<file path="src/rtl/log2_pkg.sv">
// Definitions shared by the normalize and denormalize stages of the log2/exp2 datapath.
package log2_pkg;

  typedef enum logic {
    RND_TRUNC = 1'b0,
    RND_RNE   = 1'b1
  } round_mode_e;

  // Norm-count width; the shifter also uses one stage per norm bit.
  function automatic int unsigned norm_width(input int unsigned width);
    return $clog2(width);
  endfunction

  function automatic logic rne_increment(input logic guard, input logic sticky, input logic lsb);
    return guard & (sticky | lsb);
  endfunction

endpackage

</file>
<file path="src/rtl/denormalize_if.sv">
// Valid/ready stream bundle for denormalize: input beat {data, norm} and output beat {data}.
interface denormalize_if
  import log2_pkg::*;
#(
  parameter int unsigned WIDTH  = 16,
  parameter int unsigned NORM_W = norm_width(WIDTH)
);
  logic [WIDTH-1:0]  data_i;
  logic [NORM_W-1:0] norm_i;
  logic              valid_i;
  logic              ready_o;
  logic [WIDTH-1:0]  data_o;
  logic              valid_o;
  logic              ready_i;

  modport slave (
    input  data_i, norm_i, valid_i, ready_i,
    output ready_o, data_o, valid_o
  );

  modport master (
    output data_i, norm_i, valid_i, ready_i,
    input  ready_o, data_o, valid_o
  );
endinterface

</file>
<file path="src/rtl/denorm_stage.sv">
// One registered conditional right shift by 2**SHIFT_BIT with guard/sticky tracking.
module denorm_stage
  import log2_pkg::*;
#(
  parameter int unsigned WIDTH     = 16,
  parameter int unsigned NORM_W    = norm_width(WIDTH),
  parameter int unsigned SHIFT_BIT = 0
) (
  input  logic              clock,
  input  logic              reset,
  input  logic              i_load,
  input  logic [WIDTH-1:0]  i_data,
  input  logic              i_guard,
  input  logic              i_sticky,
  input  logic [NORM_W-1:0] i_norm,
  input  logic              i_valid,
  output logic [WIDTH-1:0]  o_data,
  output logic              o_guard,
  output logic              o_sticky,
  output logic [NORM_W-1:0] o_norm,
  output logic              o_valid
);
  localparam int unsigned K = 1 << SHIFT_BIT;

  typedef struct packed {
    logic [WIDTH-1:0]  data;
    logic              guard;
    logic              sticky;
    logic [NORM_W-1:0] norm;
    logic              valid;
  } stage_t;

  stage_t w_next;
  stage_t r_stage;

  // Bits at or above K land in the result, bit K-1 becomes guard, the rest fold into sticky.
  always_comb begin
    w_next.data   = i_data;
    w_next.guard  = i_guard;
    w_next.sticky = i_sticky;
    w_next.norm   = i_norm;
    w_next.valid  = i_valid;
    if (i_norm[SHIFT_BIT]) begin
      w_next.data   = '0;
      w_next.guard  = 1'b0;
      w_next.sticky = i_sticky | i_guard;
      for (int unsigned j = 0; j < WIDTH; j++) begin
        if (j >= K)
          w_next.data[j-K] = i_data[j];
        else if (j == K - 1)
          w_next.guard = i_data[j];
        else
          w_next.sticky = w_next.sticky | i_data[j];
      end
    end
  end

  always_ff @(posedge clock) begin
    if (reset)
      r_stage <= '0;
    else if (i_load)
      r_stage <= w_next;
  end

  assign o_data   = r_stage.data;
  assign o_guard  = r_stage.guard;
  assign o_sticky = r_stage.sticky;
  assign o_norm   = r_stage.norm;
  assign o_valid  = r_stage.valid;

endmodule

</file>
<file path="src/rtl/denormalize.sv">
// Pipelined right shift by a norm count with truncate or round-to-nearest-even output.
module denormalize
  import log2_pkg::*;
#(
  parameter int unsigned WIDTH      = 16,
  parameter round_mode_e ROUND_MODE = RND_RNE
) (
  input  logic         clock,
  input  logic         reset,
  denormalize_if.slave bus
);
  localparam int unsigned NORM_W = norm_width(WIDTH);
  localparam int unsigned STEPS  = NORM_W;

  // Index 0 is the input beat; index n+1 is the register of shift stage n.
  logic [WIDTH-1:0]  w_data   [STEPS+1];
  logic              w_guard  [STEPS+1];
  logic              w_sticky [STEPS+1];
  logic [NORM_W-1:0] w_norm   [STEPS+1];
  logic              w_valid  [STEPS+1];
  logic              w_load   [STEPS+1];

  logic              w_round_inc;
  logic [WIDTH-1:0]  w_round_data;
  logic              w_unused;
  logic [WIDTH-1:0]  r_data_o;
  logic              r_valid_o;

  assign w_data[0]   = bus.data_i;
  assign w_guard[0]  = 1'b0;
  assign w_sticky[0] = 1'b0;
  assign w_norm[0]   = bus.norm_i;
  assign w_valid[0]  = bus.valid_i;

  // Largest shift first, mirroring the normalize stage.
  for (genvar n = 0; n < STEPS; n++) begin : g_shift
    denorm_stage #(
      .WIDTH     (WIDTH),
      .NORM_W    (NORM_W),
      .SHIFT_BIT (STEPS - n - 1)
    ) u_stage (
      .clock    (clock),
      .reset    (reset),
      .i_load   (w_load[n]),
      .i_data   (w_data[n]),
      .i_guard  (w_guard[n]),
      .i_sticky (w_sticky[n]),
      .i_norm   (w_norm[n]),
      .i_valid  (w_valid[n]),
      .o_data   (w_data[n+1]),
      .o_guard  (w_guard[n+1]),
      .o_sticky (w_sticky[n+1]),
      .o_norm   (w_norm[n+1]),
      .o_valid  (w_valid[n+1])
    );

    assign w_load[n] = ~w_valid[n+1] | w_load[n+1];
  end

  assign w_load[STEPS] = ~r_valid_o | bus.ready_i;
  assign bus.ready_o   = w_load[0];

  // Any shift of at least one clears the MSB, so the increment cannot overflow.
  always_comb begin
    w_round_inc = 1'b0;
    if (ROUND_MODE == RND_RNE)
      w_round_inc = rne_increment(w_guard[STEPS], w_sticky[STEPS], w_data[STEPS][0]);
  end

  assign w_round_data = w_data[STEPS] + WIDTH'(w_round_inc);

  always_ff @(posedge clock) begin
    if (reset) begin
      r_data_o  <= '0;
      r_valid_o <= 1'b0;
    end else if (w_load[STEPS]) begin
      r_data_o  <= w_round_data;
      r_valid_o <= w_valid[STEPS];
    end
  end

  assign bus.data_o  = r_data_o;
  assign bus.valid_o = r_valid_o;

  assign w_unused = ^w_norm[STEPS];

endmodule

</file>
<file path="src/flat_wrapper.sv">
// flat-port wrapper written by rule: the top's interface ports become plain ports
module denormalize_flat import log2_pkg::*;
#(
  parameter int unsigned WIDTH      = 16,
  parameter round_mode_e ROUND_MODE = RND_RNE
)
  (clock, reset, bus_data_i, bus_norm_i, bus_valid_i, bus_ready_i, bus_ready_o, bus_data_o, bus_valid_o);
  denormalize_if #(.WIDTH(WIDTH)) bus_i ();
  input  logic clock;
  input  logic reset;
  input wire logic [$bits(bus_i.data_i)-1:0] bus_data_i;
  input wire logic [$bits(bus_i.norm_i)-1:0] bus_norm_i;
  input wire logic [$bits(bus_i.valid_i)-1:0] bus_valid_i;
  input wire logic [$bits(bus_i.ready_i)-1:0] bus_ready_i;
  output wire logic [$bits(bus_i.ready_o)-1:0] bus_ready_o;
  output wire logic [$bits(bus_i.data_o)-1:0] bus_data_o;
  output wire logic [$bits(bus_i.valid_o)-1:0] bus_valid_o;
  assign bus_i.data_i = bus_data_i;
  assign bus_i.norm_i = bus_norm_i;
  assign bus_i.valid_i = bus_valid_i;
  assign bus_i.ready_i = bus_ready_i;
  assign bus_ready_o = bus_i.ready_o;
  assign bus_data_o = bus_i.data_o;
  assign bus_valid_o = bus_i.valid_o;
  denormalize #(.WIDTH(WIDTH), .ROUND_MODE(ROUND_MODE)) u_core (.clock(clock), .reset(reset), .bus(bus_i));
endmodule
</file>
<file path="config.mk">
export PLATFORM = sky130hd
export DESIGN_NAME = denormalize_flat
export DESIGN_NICKNAME = d
export VERILOG_FILES = /design/src/rtl/log2_pkg.sv /design/src/rtl/denormalize_if.sv /design/src/rtl/denorm_stage.sv /design/src/rtl/denormalize.sv /design/src/flat_wrapper.sv
export SDC_FILE = /design/constraint.sdc
export NUM_CORES = 1
export LEC_CHECK = 0
export CAP_MARGIN = 15
export CORE_MARGIN = 2
export CORE_UTILIZATION = 25
export CTS_CLUSTER_DIAMETER = 50
export CTS_CLUSTER_SIZE = 28
export DETAILED_ROUTE_END_ITERATION = 10
export PLACE_DENSITY = 0.45
export SLEW_MARGIN = 0
export SYNTH_ARGS = -nofsm -noshare
export SYNTH_HDL_FRONTEND = slang
export SYNTH_HIERARCHICAL = 1
export SYNTH_SLANG_ARGS = --single-unit
</file>
<file path="constraint.sdc">
create_clock -name clock -period 2.2 [get_ports clock]
set_clock_uncertainty 0.1 [all_clocks]
set_input_delay 0.55 -clock clock [delete_from_list [all_inputs] [get_ports clock]]
set_output_delay 0.55 -clock clock [all_outputs]
set_load 0.05 [all_outputs]
</file>
==> results of run 1 <==
registers in the layout, indices dropped and copies added (netlist names):
signal	flops
u_core/g_shift.u_stage/o_data	64
u_core/bus.data_o	16
u_core/g_shift.u_stage/o_norm	6
u_core/g_shift.u_stage/o_guard	4
u_core/g_shift.u_stage/o_sticky	4
u_core/g_shift.u_stage/o_valid	4
u_core/bus.valid_o	1
placed cells by master, fill, tap and decap left out, types with 2 or more instances in the layout:
master	count
dfxtp_1	98
nor2_1	92
a211oi_1	67
mux2i_1	64
clkdlybuf4s50_1	38
a21oi_1	18
xnor2_1	11
clkbuf_16	9
nand2_1	8
nand2b_1	8
nor2b_1	8
buf_4	8
nand3b_1	7
inv_1	6
nor4_2	6
buf_12	5
bufinv_16	4
nand3_1	4
a311oi_1	4
conb_1	3
buf_2	2
nand4_1	2
nor3_1	2
o21ai_0	2
or3_1	2
nand4_4	2
xor2_1	2
ha_1	2
nor4_1	2
area by class of cell:
type	count	area (um2)
Tap cell	225	281.5
Fill cell	1863	11970
Sequential cell	99	1983
Inverter	6	22.52
Clock inverter	5	125.1
Clock buffer	10	239.0
Multi-Input combinational cell	326	2230
Timing Repair Buffer	54	565.5
power breakdown:
part | total (W) | internal (W) | switching [W]
logic | 0.000246 | 0.000126 | 0.000120
registers | 0.00190 | 0.00185 | 0.0000487
clock network | 0.00190 | 0.00125 | 0.000650
through the flow:
step / instances / hold WS (ns)
after floorplan: 468 / 0.3429
after global placement: 709 / 0.3503
after detailed placement: 709 / 0.3595
after CTS: 725 / 0.3690
after global routing: 725 / 0.4066
final: 725 / 0.3631
path summary, 6_finish.rpt:
path                         startpoint                             endpoint  slack (ns)  cells after the start
hold reg to reg    u_core/bus.data_o[0]                 u_core/bus.data_o[0]        0.36                      2
hold / removal     u_core/bus.data_o[0]                 u_core/bus.data_o[0]        0.36                      2
setup / recovery  u_core/bus.data_o[15]                       bus_data_o[15]        0.06                      1
setup reg to reg     u_core/bus.valid_o  u_core/g_shift[0].u_stage/o_data[8]        0.36                      8
metal layers:
layer | vias up | GRT usage (%)
met5 | - | 0
met4 | 0 | 2.721
met3 | 7 | 2.759
met2 | 50 | 15.28
met1 | 1380 | 13.65
li1 | 1715 | -
timing repair:
item	in CTS	in global routing
buffers inserted	1	0
resized for setup	6	1
endpoints found under the setup margin	1	1
pin swaps	2	1
==> results by group, run 1 <==
Run status
  • Run status: completed

Setup path
  • Critical Path Sink Type: output pin
  • CP Buf/Inv Count: 1
  • CP Cell Sequence: clkdlybuf4s50_1
  • Req. time, crit path: 1.55 ns
  • Crit-path max FO: 2
  • CP max stage cell: clkdlybuf4s50_1
  • Top delay family on crit path: buffers and inverters
  • Type of the worst setup path: reg2out
  • Worst path max stage delay: 0.81 ns
  • Critical path arrival: 1.49 ns
  • CP Launch Type: flop

Route
  • DR top layer: met4
  • Iter 0 DRT Violations: 157
  • Via count: 3152
  • M1 WL: 4.719 mm
  • Initial DRT Pass Iterations: 4
  • Antenna viol nets, final: 0
  • # DRC: 0
  • Vias per cell: 4.348
  • WL met2: 3.842 mm
  • Met3 WL: 335 um
  • Wire length per cell: 12.38 um
  • Post-Route WL: 8.977 mm

Timing
  • Maximum clock frequency: 0.4668 GHz
  • Final critical-path share of the clock period: 97.38%
  • Max transition margin: 66.08%
  • Slew Limit Fails: 0
  • Setup Total Neg Slack: 0 ns
  • Final setup fails: 0
  • RSZ-0062 raised after global routing: true
  • Tmin final: 2.142 ns
  • Setup slack after layout: 0.05771 ns
  • Worst-Margin Slew: 0.5072 ns
  • Final Hold Viols: 0

Global routing
  • Largest net degree at the start of global routing: 53
  • Initial antenna violation count: 0
  • GRT Util Overall: 9.943%
  • Overflow after GRT: 0
  • Vias in the first global route: 2988
  • First-pass GRT wire length: 15.00 mm

Clock tree
  • Clock Path Buffers: 2
  • H-tree Lvls: 3
  • CTS tree: yes
  • Worst skew pair latency: 0.34 ns
  • Clock buffer count from CTS: 9
  • Clock-pin slew on the worst setup and hold paths: 0.06 ns
  • CTS Root Buffer Type: clkbuf_16
  • # clock sinks: 99
  • CTS Hold Buffers Added: 0

Place
  • Dpl cell area: 5067 um2
  • DP Worst Slack: -0.3144 ns
  • GP Congestion: 0.7101
  • DP Wirelength: 6.498 mm
  • PortBufs: 41

Hold path
  • Worst Hold Class: reg2reg

Logic synthesis
  • Ys Warns: 6
  • Avg Cell Area, Syn: 9.604 um2
  • Cells after synthesis: 466
  • Mapped Area: 4476 um2

Floorplanning
  • Num rows: 48
  • Die height: 137.8 um
  • Initial core utilization: 25.70%
  • Number of top-level pins: 42
  • DIE WIDTH: 137.8 um
  • Core Area: 17420 um2
  • Die area: 18990 um2

Power and ir drop
  • VDD IR max: 0.3522 mV
  • Leak pwr: 1.996 nW
  • Total power: 0.004047 W
  • Power Density: 743.1 nW/um2

Final layout
  • Fin area: 5446 um2
  • Layout area overhead: 21.69%
  • Post-layout util: 31.27%
  • Layout cells sized above 1: 9.000%
  • Nets: 522
  • Diodes inserted: 0

Run
  • Max cap viols: 0
Note: power is estimated with default switching activity, not from simulation.
==> inputs of run 2 (changes only) <==
--- a/config.mk
+++ b/config.mk
@@ -9,7 +9,7 @@
 export CORE_MARGIN = 2
 export CORE_UTILIZATION = 25
 export CTS_CLUSTER_DIAMETER = 50
-export CTS_CLUSTER_SIZE = 28
+export CTS_CLUSTER_SIZE = 30
 export DETAILED_ROUTE_END_ITERATION = 10
 export PLACE_DENSITY = 0.45
 export SLEW_MARGIN = 0
==> results of run 2 <==
No change in the layout: final DEF, timing and power equal those of run 1.
